## config.mk

```make
export PLATFORM = sky130hd
export DESIGN_NAME = fetch_controller
export DESIGN_NICKNAME = d
export VERILOG_FILES = /design/src/rtl/fetch_controller.sv
export SDC_FILE = /design/constraint.sdc
export NUM_CORES = 1
export LEC_CHECK = 0
export BUFFER_PORTS_ARGS = -buffer_cell sky130_fd_sc_hd__buf_4
export CAP_MARGIN = 40
export CORE_UTILIZATION = 35
export CTS_CLUSTER_SIZE = 10
export DETAILED_ROUTE_END_ITERATION = 6
export PLACE_DENSITY = 0.82
export SKIP_CTS_REPAIR_TIMING = 1
export SYNTH_ARGS = -nofsm -noshare
export SYNTH_HDL_FRONTEND = slang
export SYNTH_SLANG_ARGS = --single-unit
```

## constraint.sdc

```tcl
create_clock -name CLK -period 1.6 [get_ports CLK]
set_input_delay 0 -clock CLK [delete_from_list [all_inputs] [get_ports CLK]]
set_output_delay 0 -clock CLK [all_outputs]
set_load 0.01 [all_outputs]
```

## src/rtl/fetch_controller.sv

```systemverilog
`default_nettype none
// ============================================================================
// Module      : fetch_controller
// Description : Fetch/retire sequencer for a core with one shared memory
//               port. Instruction fetch (IFETCH) and data access (DWAIT)
//               never overlap, so iREN is only raised while fetching.
//               Produces a one-cycle pc_en pulse per retired instruction
//               and the next-PC source select.
// Optional    : `define FETCH_PERF_EN adds the instr_count / stall_count
//               performance counters; otherwise both outputs are tied to 0.
// Ports       : CLK, nRST (async, active-low)
//               ihit, dhit          - memory handshakes
//               dREN, dWEN          - decoded data read / write request
//               Branch, Jump, JR    - decoded redirect requests
//               halt                - decoded halt
//               pc_en, pc_sel[1:0]  - PC load enable / source select
//               iREN, halted        - fetch request / core stopped
//               fstate[1:0]         - 00 IDLE, 01 IFETCH, 10 DWAIT, 11 HALT
//               instr_count, stall_count [31:0] - performance counters
// Revision    : 1.0 - initial release
// ============================================================================
module fetch_controller #(
    parameter int IDLE_CYCLES = 1
) (
    input  logic        CLK,
    input  logic        nRST,
    input  logic        ihit,
    input  logic        dhit,
    input  logic        dREN,
    input  logic        dWEN,
    input  logic        Branch,
    input  logic        Jump,
    input  logic        JR,
    input  logic        halt,
    output logic        pc_en,
    output logic [1:0]  pc_sel,
    output logic        iREN,
    output logic        halted,
    output logic [1:0]  fstate,
    output logic [31:0] instr_count,
    output logic [31:0] stall_count
);

    typedef enum logic [1:0] {
        S_IDLE   = 2'b00,
        S_IFETCH = 2'b01,
        S_DWAIT  = 2'b10,
        S_HALT   = 2'b11
    } state_t;

    localparam logic [3:0] c_IDLE_LAST = 4'(IDLE_CYCLES - 1);

    state_t     r_state;
    state_t     w_next_state;
    logic [3:0] r_idle_cnt;
    logic [3:0] w_next_idle_cnt;
    logic [1:0] r_sel_q;
    logic [1:0] w_next_sel_q;
    logic [1:0] w_redirect;

    // Redirect priority: JR > Jump > Branch > sequential.
    assign w_redirect = JR     ? 2'b11 :
                        Jump   ? 2'b10 :
                        Branch ? 2'b01 : 2'b00;

    always_ff @(posedge CLK or negedge nRST) begin
        if (!nRST) begin
            r_state    <= S_IDLE;
            r_idle_cnt <= 4'd0;
            r_sel_q    <= 2'b00;
        end else begin
            r_state    <= w_next_state;
            r_idle_cnt <= w_next_idle_cnt;
            r_sel_q    <= w_next_sel_q;
        end
    end

    always_comb begin
        w_next_state    = r_state;
        w_next_idle_cnt = r_idle_cnt;
        w_next_sel_q    = r_sel_q;
        pc_en           = 1'b0;
        pc_sel          = 2'b00;
        iREN            = 1'b0;
        case (r_state)
            S_IDLE: begin
                if (r_idle_cnt == c_IDLE_LAST) begin
                    w_next_state    = S_IFETCH;
                    w_next_idle_cnt = 4'd0;
                end else begin
                    w_next_idle_cnt = r_idle_cnt + 4'd1;
                end
            end
            S_IFETCH: begin
                iREN   = 1'b1;
                pc_sel = w_redirect;
                if (ihit) begin
                    if (halt) begin
                        w_next_state = S_HALT;
                    end else if (dREN || dWEN) begin
                        // Retirement deferred to dhit; keep the redirect
                        // because decode inputs may change while waiting.
                        w_next_state = S_DWAIT;
                        w_next_sel_q = w_redirect;
                    end else begin
                        pc_en = 1'b1;
                    end
                end
            end
            S_DWAIT: begin
                pc_sel = r_sel_q;
                if (dhit) begin
                    pc_en        = 1'b1;
                    w_next_state = S_IFETCH;
                end
            end
            S_HALT: begin
            end
            default: begin
                w_next_state = S_IDLE;
            end
        endcase
    end

    assign halted = (r_state == S_HALT);
    assign fstate = r_state;

`ifdef FETCH_PERF_EN
    logic [31:0] r_instr_count;
    logic [31:0] r_stall_count;
    logic        w_stall;

    // A stall is any fetch/data-wait cycle that does not retire.
    assign w_stall = ((r_state == S_IFETCH) || (r_state == S_DWAIT)) && !pc_en;

    always_ff @(posedge CLK or negedge nRST) begin
        if (!nRST) begin
            r_instr_count <= 32'd0;
            r_stall_count <= 32'd0;
        end else begin
            if (pc_en) begin
                r_instr_count <= r_instr_count + 32'd1;
            end
            if (w_stall) begin
                r_stall_count <= r_stall_count + 32'd1;
            end
        end
    end

    assign instr_count = r_instr_count;
    assign stall_count = r_stall_count;
`else
    assign instr_count = 32'd0;
    assign stall_count = 32'd0;
`endif

endmodule
`default_nettype wire

```

==> impl_metrics.env, run 1 <==
export IMPL_synth_distinct_cells=24
export IMPL_syn_to_final_growth_pct=11.40
export IMPL_synth_flop_cell="dfrtp_1"
export IMPL_gp_congestion=0.7672
export IMPL_cts_tree="done"
export IMPL_start_util_pct=36.93
export IMPL_drt_wirelength_per_cell_um=8.403
export IMPL_period_needed_ns=1.798
export IMPL_hold_depth=3
export IMPL_die_w_um=55.71
export IMPL_violations="setup timing"
export IMPL_track_usage_pct=9.046
export IMPL_async_flop_share_pct=100.0
export IMPL_status="finished, violations left"
export IMPL_portBuffers=16
export IMPL_cts_buffer_depth=2
export IMPL_ff2ff_path_depth=6
export IMPL_final_common_cell="conb_1"
export IMPL_fin_ws_ns=-0.1978
export IMPL_cts_buffers=3
export IMPL_num_vias=691
export IMPL_post_dp_cell_area_mm2=0.001040
export IMPL_max_cap_viol_count=0
export IMPL_io_pins=81
export IMPL_power_density_mw_per_mm2=1188
export IMPL_slew_violations=0
export IMPL_via_per_inst=3.715
export IMPL_cts_sinks=8
export IMPL_cp_max_fo=4
export IMPL_start_kind="register"
export IMPL_finalHoldViolations=0
export IMPL_leakage_nw=0.6408
export IMPL_cts_max_level=1
export IMPL_clock_latency_ns=0.25
export IMPL_synthesis_area_mm2=0.001010
export IMPL_antenna_found_initial=0
export IMPL_cp_end_kind="register"
export IMPL_core_area_mm2=0.002734
export IMPL_yosysWarnings=0
export IMPL_grt_overflow=0
export IMPL_clockRootBuffer="clkbuf_4"
export IMPL_synth_edff_count=0
export IMPL_synth_simple_area_share_pct=10.29
export IMPL_grt_start_max_net_pins=9
export IMPL_diodes=0
export IMPL_drtAntennaViolNets=0
export IMPL_fin_worst_skew_ns=0.003037
export IMPL_required_ns=1.73
export IMPL_synthCells=120
export IMPL_post_route_util_pct=41.14
export IMPL_min_period_over_period_pct=112.4
export IMPL_crit_arrival_ns=1.93
export IMPL_drt_iter0_markers=17
export IMPL_grt_setup_unrepaired="yes"
export IMPL_ys_seq_elements=8
export IMPL_finalInstanceArea_mm2=0.001125
export IMPL_max_freq_ghz=0.5562
export IMPL_setup_viol=2
export IMPL_mostFrequentLayoutCells="conb_1, buf_4, dfrtp_1, ha_1"
export IMPL_drc_errors=0
export IMPL_rows=19
export IMPL_dieArea_mm2=0.003104
export IMPL_synth_fa_ha_area_share_pct=8.674
export IMPL_die_y_um=55.71
export IMPL_yosysSeqAreaShare_pct=19.83
export IMPL_crit_type="register to register"
export IMPL_synth_top_family_by_area="buffers and inverters"
export IMPL_synth_xor_area_share_pct=0.8674
export IMPL_routed_wl_mm=1.563
export IMPL_yosys_mux_area_fraction_pct=1.115
export IMPL_dp_hpwl_mm=1.283
export IMPL_grt_pass1_wl_mm=2.228
export IMPL_drive_gt1_share_pct=30.97
export IMPL_vdd_drop_max_v=0.0007672
export IMPL_synth_compound_area_share_pct=9.418
export IMPL_nets=174
export IMPL_clkTransAtPathRegs_ns=0.06
export IMPL_grt_pass1_vias=527
export IMPL_avgSynthCellArea_um2=8.414
export IMPL_dr_pass1_iters=4
export IMPL_hold_class="primary input to register"
==> cells in the mapped netlist, types with 2 or more instances <==
library cell,instances,area (um2)
buf_4,64,480.5
dfrtp_1,8,200.2
ha_1,7,87.58
inv_1,5,18.77
nand2_1,5,18.77
nand3_1,2,10.01
nor2_1,4,15.01
nor2b_1,5,31.28
o21ai_0,4,20.02
o21ai_1,2,10.01
==> cells by family after synthesis <==
group                    after synthesis
buffers and inverters                 69
XOR/XNOR                               1
adder cells (fa/ha/maj)                7
AND/OR/NAND/NOR                       20
flip-flops                             8
other                                  1
AO/OA/AOI/OAI                         13
multiplexers                           1
==> per-stage QoR <==
| step | instances | TNS [ns] | total power [mW] | worst slack (ns) | hold slack [ns] |
|---|---|---|---|---|---|
| 5_1_grt | 186 | -0.5565 | 1.438 | -0.2441 | 0.1004 |
| 3_3_place_gp | 179 | -0.1503 | 1.071 | -0.08156 | -0.1757 |
| 6_report | 186 | -0.3731 | 1.336 | -0.1978 | 0.09284 |
| 4_1_cts | 182 | -0.4332 | 1.254 | -0.1759 | -0.4522 |
| 3_5_place_dp | 179 | -0.3190 | 1.086 | -0.1563 | -0.1722 |
| 2_1_floorplan | 183 | -0.2268 | 0.8390 | -0.07125 | -0.2956 |
==> worst max-delay path, cell delays in order, from the launching register on <==
cell	delay (ns)
dfrtp_1	0.39
inv_2	0.08
ha_4	0.13
or3b_4	0.37
a2111o_1	0.44
o21ai_1	0.17
o21ai_1	0.10
==> power by group <==
group          leakage [nW]  switching, mW  internal [mW]
logic                 0.527          0.418          0.458
clock network        0.0138         0.0704         0.0860
registers             0.100         0.0509          0.253
total                 0.641          0.540          0.797
==> layer usage <==
metal / vias up / global-route usage, % / share of wire [%]
li1: 331 / - / -
met1: 308 / 12.08 / 40
met2: 50 / 14.80 / 50
met3: 2 / 0.6977 / 8.1
met4: 0 / 4.286 / 1.2
met5: - / 0 / 0
==> layout make-up <==
class	count	area, um2
fillers	283	1609
multi-input cells	106	590.6
repair buffers	33	254.0
flip-flops and latches	8	200.2
well taps	31	38.79
clock buffers	3	22.52
inverters	5	18.77
==> registers in the layout, summed over array words and instances, names as in the netlist <==
signal	flops
r_idle_cnt	4
fstate	2
r_sel_q	2
==> worst paths after layout <==
kind	startpoint	endpoint	slack (ns)
min in group asynchronous	nRST	r_idle_cnt[2]$_DFFE_PN0N_	0.10
hold / removal	halt	fstate[1]$_DFFE_PN0P_	0.09
setup reg to reg	r_idle_cnt[1]$_DFFE_PN0N_	fstate[0]$_DFFE_PN0P_	-0.20
max in group asynchronous	nRST	r_sel_q[0]$_DFFE_PN0P_	1.37
setup / recovery	r_idle_cnt[1]$_DFFE_PN0N_	fstate[0]$_DFFE_PN0P_	-0.20
hold reg to reg	r_sel_q[0]$_DFFE_PN0P_	r_sel_q[0]$_DFFE_PN0P_	0.52
Note: power is estimated with default switching activity, not from simulation.
==> run 2, diff against run 1 <==
--- a/config.mk
+++ b/config.mk
@@ -10,7 +10,7 @@
 export CORE_UTILIZATION = 35
 export CTS_CLUSTER_SIZE = 10
 export DETAILED_ROUTE_END_ITERATION = 6
-export PLACE_DENSITY = 0.82
+export PLACE_DENSITY = 0.76
 export SKIP_CTS_REPAIR_TIMING = 1
 export SYNTH_ARGS = -nofsm -noshare
 export SYNTH_HDL_FRONTEND = slang
==> run 2 against run 1 <==
Against the previous run:
- the run still ends with setup timing left
- sequential share of layout area increased by 0.79 points
- count of clock-buffer cells in the layout is the same
- total power is 11% lower
- non-clock buffer count shrank 3
- largest cell class unchanged
- die area stayed put
- global-route usage shrank 0.40 points
- utilization fell by 1.7 points
- setup slack improved by 0.059 ns
- fmax up 3.4%
- hold slack lost 0.010 ns
- clock power is 6% lower
- design area is 4.2% lower
==> impl_metrics.env, run 2 (synthesis gave the netlist of run 1 again) <==
export IMPL_io_pins=81
export IMPL_required_ns=1.75
export IMPL_p_sw_mw=0.4813
export IMPL_drive_gt1_share_pct=26.97
export IMPL_period_needed_ns=1.739
export IMPL_crit_buf_inv=1
export IMPL_path_cells="inv_2 -> ha_4 -> or3b_4 -> a2111o_1 -> a221oi_2"
export IMPL_p_int_mw=0.7086
export IMPL_top_register="r_idle_cnt"
export IMPL_clockRootBuffer="clkbuf_4"
export IMPL_violations="setup timing"
export IMPL_drt_wirelength_per_cell_um=7.738
export IMPL_setup_viol=3
export IMPL_fin_ws_ns=-0.1390
export IMPL_nets=171
export IMPL_cts_buffers=3
export IMPL_largest_reg_flops=4
export IMPL_finalHoldViolations=0
export IMPL_cp_end_kind="register"
export IMPL_mostFrequentLayoutCells="conb_1, buf_4, dfrtp_1, nand2_1, ha_1"
export IMPL_antenna_found_initial=0
export IMPL_core_area_mm2=0.002734
export IMPL_cp_max_fo=4
export IMPL_leakage_nw=0.6194
export IMPL_syn_to_final_growth_pct=6.691
export IMPL_drtAntennaViolNets=0
export IMPL_via_per_inst=3.661
export IMPL_drt_iter0_markers=3
export IMPL_pwr_share_clk_pct=12.2
export IMPL_portBuffers=16
export IMPL_clock_latency_ns=0.24
export IMPL_status="finished, violations left"
export IMPL_crit_family="compound AO/OA/AOI/OAI gates"
export IMPL_max_freq_ghz=0.5750
export IMPL_clkTransAtPathRegs_ns=0.05
export IMPL_track_usage_pct=8.649
export IMPL_min_period_over_period_pct=108.7
export IMPL_crit_arrival_ns=1.89
export IMPL_total_power_mw=1.190
export IMPL_grt_overflow=0
export IMPL_seqCellArea_um2=200.2
export IMPL_crit_slowest_cell="a2111o_1"
export IMPL_die_y_um=55.71
export IMPL_grt_pass1_vias=512
export IMPL_fin_worst_skew_ns=0.0004050
export IMPL_cts_max_level=1
export IMPL_grt_start_max_net_pins=9
export IMPL_diodes=0
export IMPL_crit_type="register to register"
export IMPL_dr_pass1_iters=4
export IMPL_cts_sinks=8
export IMPL_switching_share_pct=40.45
export IMPL_seqPwrFrac_pct=24.0
export IMPL_dp_hpwl_mm=1.235
export IMPL_power_density_mw_per_mm2=1105
export IMPL_n_fill_cell=285
export IMPL_rows=19
export IMPL_num_vias=670
export IMPL_max_stage_delay_ns=0.43
export IMPL_grt_setup_unrepaired="yes"
export IMPL_multiInputGateArea_um2=569.3
export IMPL_grt_pass1_wl_mm=2.145
export IMPL_start_kind="register"
export IMPL_cts_buffer_depth=2
export IMPL_hold_class="primary input to register"
export IMPL_dieArea_mm2=0.003104
export IMPL_start_util_pct=36.93
export IMPL_drc_errors=0
export IMPL_max_cap_viol_count=0
export IMPL_slew_violations=0
export IMPL_hold_ws_ns=0.08264
export IMPL_final_common_cell="conb_1"
export IMPL_pwr_share_comb_pct=63.8
export IMPL_vdd_drop_max_v=0.0007910
export IMPL_gp_congestion=0.7925
export IMPL_die_w_um=55.71
export IMPL_routed_wl_mm=1.416
export IMPL_cts_tree="done"
-- run 2: changes by cell type in the layout (fill, tap and decap cells not counted) --
cell	previous run	this run
nor2b_4	1	0
buf_6	1	0
ha_2	0	1
nand2_2	1	0
inv_2	4	2
or4_4	1	0
or4_1	0	1
nor2b_2	0	1
buf_4	31	29
nand2_1	4	5
inv_1	1	3
ha_4	2	1
-- run 2: power by group through the flow --
stage	logic, mW	clock network, mW	registers (mW)
floorplan	0.529	0	0.310
finish	0.759	0.146	0.285
global route	0.829	0.175	0.291
CTS	0.759	0.155	0.286
detailed placement	0.751	0	0.288
global placement	0.739	0	0.285
-- run 2: path summary, 6_finish.rpt --
| path | depth (start not counted) | slack, ns | from | endpoint |
|---|---|---|---|---|
| worst min register to register | 1 | 0.49 | r_sel_q[1]$_DFFE_PN0P_ | r_sel_q[1]$_DFFE_PN0P_ |
| worst max register to register | 5 | -0.14 | r_idle_cnt[0]$_DFFE_PN0N_ | fstate[1]$_DFFE_PN0P_ |
| min in group asynchronous | 2 | 0.11 | nRST | r_idle_cnt[2]$_DFFE_PN0N_ |
| worst min-delay path | 3 | 0.08 | Jump | r_sel_q[1]$_DFFE_PN0P_ |
| worst max-delay path | 5 | -0.14 | r_idle_cnt[0]$_DFFE_PN0N_ | fstate[1]$_DFFE_PN0P_ |
| max in group asynchronous | 2 | 1.36 | nRST | fstate[1]$_DFFE_PN0P_ |
-- run 2: final cells by class --
class	count	area share, %
Inverter	5	1.742
Multi-Input combinational cell	106	52.85
Tap cell	31	3.600
Timing Repair Buffer	30	21.14
Clock buffer	3	2.091
Sequential cell	8	18.58
-- run 2: stage by stage --
step / worst slack (ns) / util, % / cells / setup TNS, ns / cell area [um2]
floorplan: -0.07125 / - / 183 / -0.2268 / 1264
global placement: -0.08367 / 37.48 / 177 / -0.1544 / 1025
detailed placement: -0.1456 / 37.48 / 177 / -0.2538 / 1025
CTS: -0.1504 / 38.31 / 180 / -0.2857 / 1047
global route: -0.1831 / 39.41 / 183 / -0.6383 / 1077
finish: -0.1390 / 39.41 / 183 / -0.2527 / 1077
-- run 2: tightest hold or removal path: stages --
cell	delay, ns
buf_4	0.09
or4_1	0.10
o21a_1	0.11
-- run 2: routing by layer --
| layer | track usage, % | vias up | part of all wire [%] |
|---|---|---|---|
| met1 | 11.77 | 299 | 43 |
| met5 | 0 | - | 0 |
| li1 | - | 325 | - |
| met2 | 12.91 | 46 | 48 |
| met4 | 4.286 | 0 | 0 |
| met3 | 1.860 | 0 | 9.0 |
==> run 3, diff against run 2 <==
--- a/config.mk
+++ b/config.mk
@@ -11,6 +11,7 @@
 export CTS_CLUSTER_SIZE = 10
 export DETAILED_ROUTE_END_ITERATION = 6
 export PLACE_DENSITY = 0.76
+export RECOVER_POWER = 100
 export SKIP_CTS_REPAIR_TIMING = 1
 export SYNTH_ARGS = -nofsm -noshare
 export SYNTH_HDL_FRONTEND = slang
==> run 3 against run 2 <==
Against the previous run:
- the flow still finishes with violations (setup timing)
- total power fell by 3.7%
- sequential cell count did not move
- hold slack barely moved
- critical path depth did not move
- utilization fell by 0.69 points
==> impl_metrics.env, run 3 (synthesis gave the netlist of run 1 again) <==
export IMPL_hold_ws_ns=0.08303
export IMPL_path_cells="inv_2 -> ha_4 -> or3b_4 -> a2111o_1 -> a221oi_2"
export IMPL_fin_ws_ns=-0.1339
export IMPL_final_common_cell="conb_1"
export IMPL_drt_iter0_markers=5
export IMPL_vdd_drop_max_v=0.0007116
export IMPL_portBuffers=16
export IMPL_max_cap_viol_count=0
export IMPL_die_w_um=55.71
export IMPL_cts_tree="done"
export IMPL_period_needed_ns=1.734
export IMPL_crit_type="register to register"
export IMPL_slew_violations=0
export IMPL_dieArea_mm2=0.003104
export IMPL_largest_reg_flops=4
export IMPL_finalInstanceArea_mm2=0.001059
export IMPL_grt_pass1_wl_mm=2.145
export IMPL_grt_setup_unrepaired="yes"
export IMPL_seqCellArea_um2=200.2
export IMPL_gp_congestion=0.7925
export IMPL_cp_max_fo=4
export IMPL_drt_wirelength_per_cell_um=7.694
export IMPL_die_y_um=55.71
export IMPL_mostFrequentLayoutCells="conb_1, buf_4, dfrtp_1"
export IMPL_grt_start_max_net_pins=9
export IMPL_clkTransAtPathRegs_ns=0.05
export IMPL_rows=19
export IMPL_core_area_mm2=0.002734
export IMPL_multiInputGateArea_um2=569.3
export IMPL_post_dp_cell_area_mm2=0.001025
export IMPL_nets=171
export IMPL_dr_pass1_iters=4
export IMPL_via_per_inst=3.639
export IMPL_min_period_over_period_pct=108.4
export IMPL_cts_buffers=3
export IMPL_hold_depth=3
export IMPL_drc_errors=0
export IMPL_track_usage_pct=8.649
export IMPL_syn_to_final_growth_pct=4.833
export IMPL_io_pins=81
export IMPL_cts_buffer_depth=2
export IMPL_cts_sinks=8
export IMPL_required_ns=1.75
export IMPL_num_vias=666
export IMPL_diodes=0
export IMPL_clockRootBuffer="clkbuf_4"
export IMPL_max_stage_delay_ns=0.43
export IMPL_start_kind="register"
export IMPL_final_setup_tns_ns=-0.2434
export IMPL_crit_slowest_cell="a2111o_1"
export IMPL_power_density_mw_per_mm2=1082
export IMPL_fin_worst_skew_ns=0.00009601
export IMPL_routed_wl_mm=1.408
export IMPL_finalHoldViolations=0
export IMPL_leakage_nw=0.5999
export IMPL_ff2ff_path_depth=5
export IMPL_rrSetupSlack_ns=-0.13
export IMPL_status="finished, violations left"
export IMPL_n_fill_cell=288
export IMPL_post_route_util_pct=38.72
export IMPL_setup_viol=3
export IMPL_cp_end_kind="register"
export IMPL_total_power_mw=1.145
export IMPL_top_register="r_idle_cnt"
export IMPL_grt_pass1_vias=512
export IMPL_hold_class="primary input to register"
export IMPL_max_freq_ghz=0.5767
export IMPL_grt_overflow=0
export IMPL_dp_hpwl_mm=1.235
export IMPL_violations="setup timing"
export IMPL_antenna_found_initial=0
export IMPL_crit_arrival_ns=1.89
export IMPL_clock_latency_ns=0.24
export IMPL_start_util_pct=36.93
export IMPL_drtAntennaViolNets=0
export IMPL_drive_gt1_share_pct=23.68
export IMPL_cts_max_level=1
run 3: report_power, final:
group	switching [mW]	internal (mW)	leakage [nW]
clock network	0.0601	0.0853	0.0138
registers	0.0322	0.253	0.100
logic	0.387	0.328	0.486
total	0.479	0.666	0.600
run 3: area by class of cell:
type | instances | area share, %
inverter | 5 | 1.773
multi-input combinational | 106 | 53.78
sequential | 8 | 18.91
clock buffer | 3 | 2.128
tap | 31 | 3.664
timing repair buffer | 30 | 19.74
run 3: worst max-delay path, delay by kind of cell (launching register included):
| family | cells | cell delay [ns] |
|---|---|---|
| AOI/OAI and AO/OA | 2 | 0.69 |
| DFF | 1 | 0.38 |
| and+or+nand+nor | 1 | 0.37 |
| adders and majority gates | 1 | 0.12 |
| buffers and inverters | 1 | 0.08 |
run 3: path summary, 6_finish.rpt:
kind,start,endpoint
worst max-delay path,r_idle_cnt[0]$_DFFE_PN0N_,fstate[1]$_DFFE_PN0P_
worst max register to register,r_idle_cnt[0]$_DFFE_PN0N_,fstate[1]$_DFFE_PN0P_
min in group asynchronous,nRST,r_idle_cnt[2]$_DFFE_PN0N_
worst min-delay path,Jump,r_sel_q[1]$_DFFE_PN0P_
worst min register to register,r_sel_q[1]$_DFFE_PN0P_,r_sel_q[1]$_DFFE_PN0P_
max in group asynchronous,nRST,fstate[1]$_DFFE_PN0P_
run 3: metrics by stage:
step	instances	setup WS, ns
floorplan	183	-0.07125
global placement	177	-0.08367
detailed placement	177	-0.1456
CTS	180	-0.1504
global route	183	-0.1831
finish	183	-0.1339
run 3: per-layer routing:
| metal | global-route usage, % | vias to the layer above | wire, um |
|---|---|---|---|
| met1 | 11.77 | 296 | 603 |
| met4 | 4.286 | 0 | 0 |
| met3 | 1.860 | 0 | 130 |
| li1 | - | 324 | - |
| met5 | 0 | - | 0 |
| met2 | 12.91 | 46 | 673 |
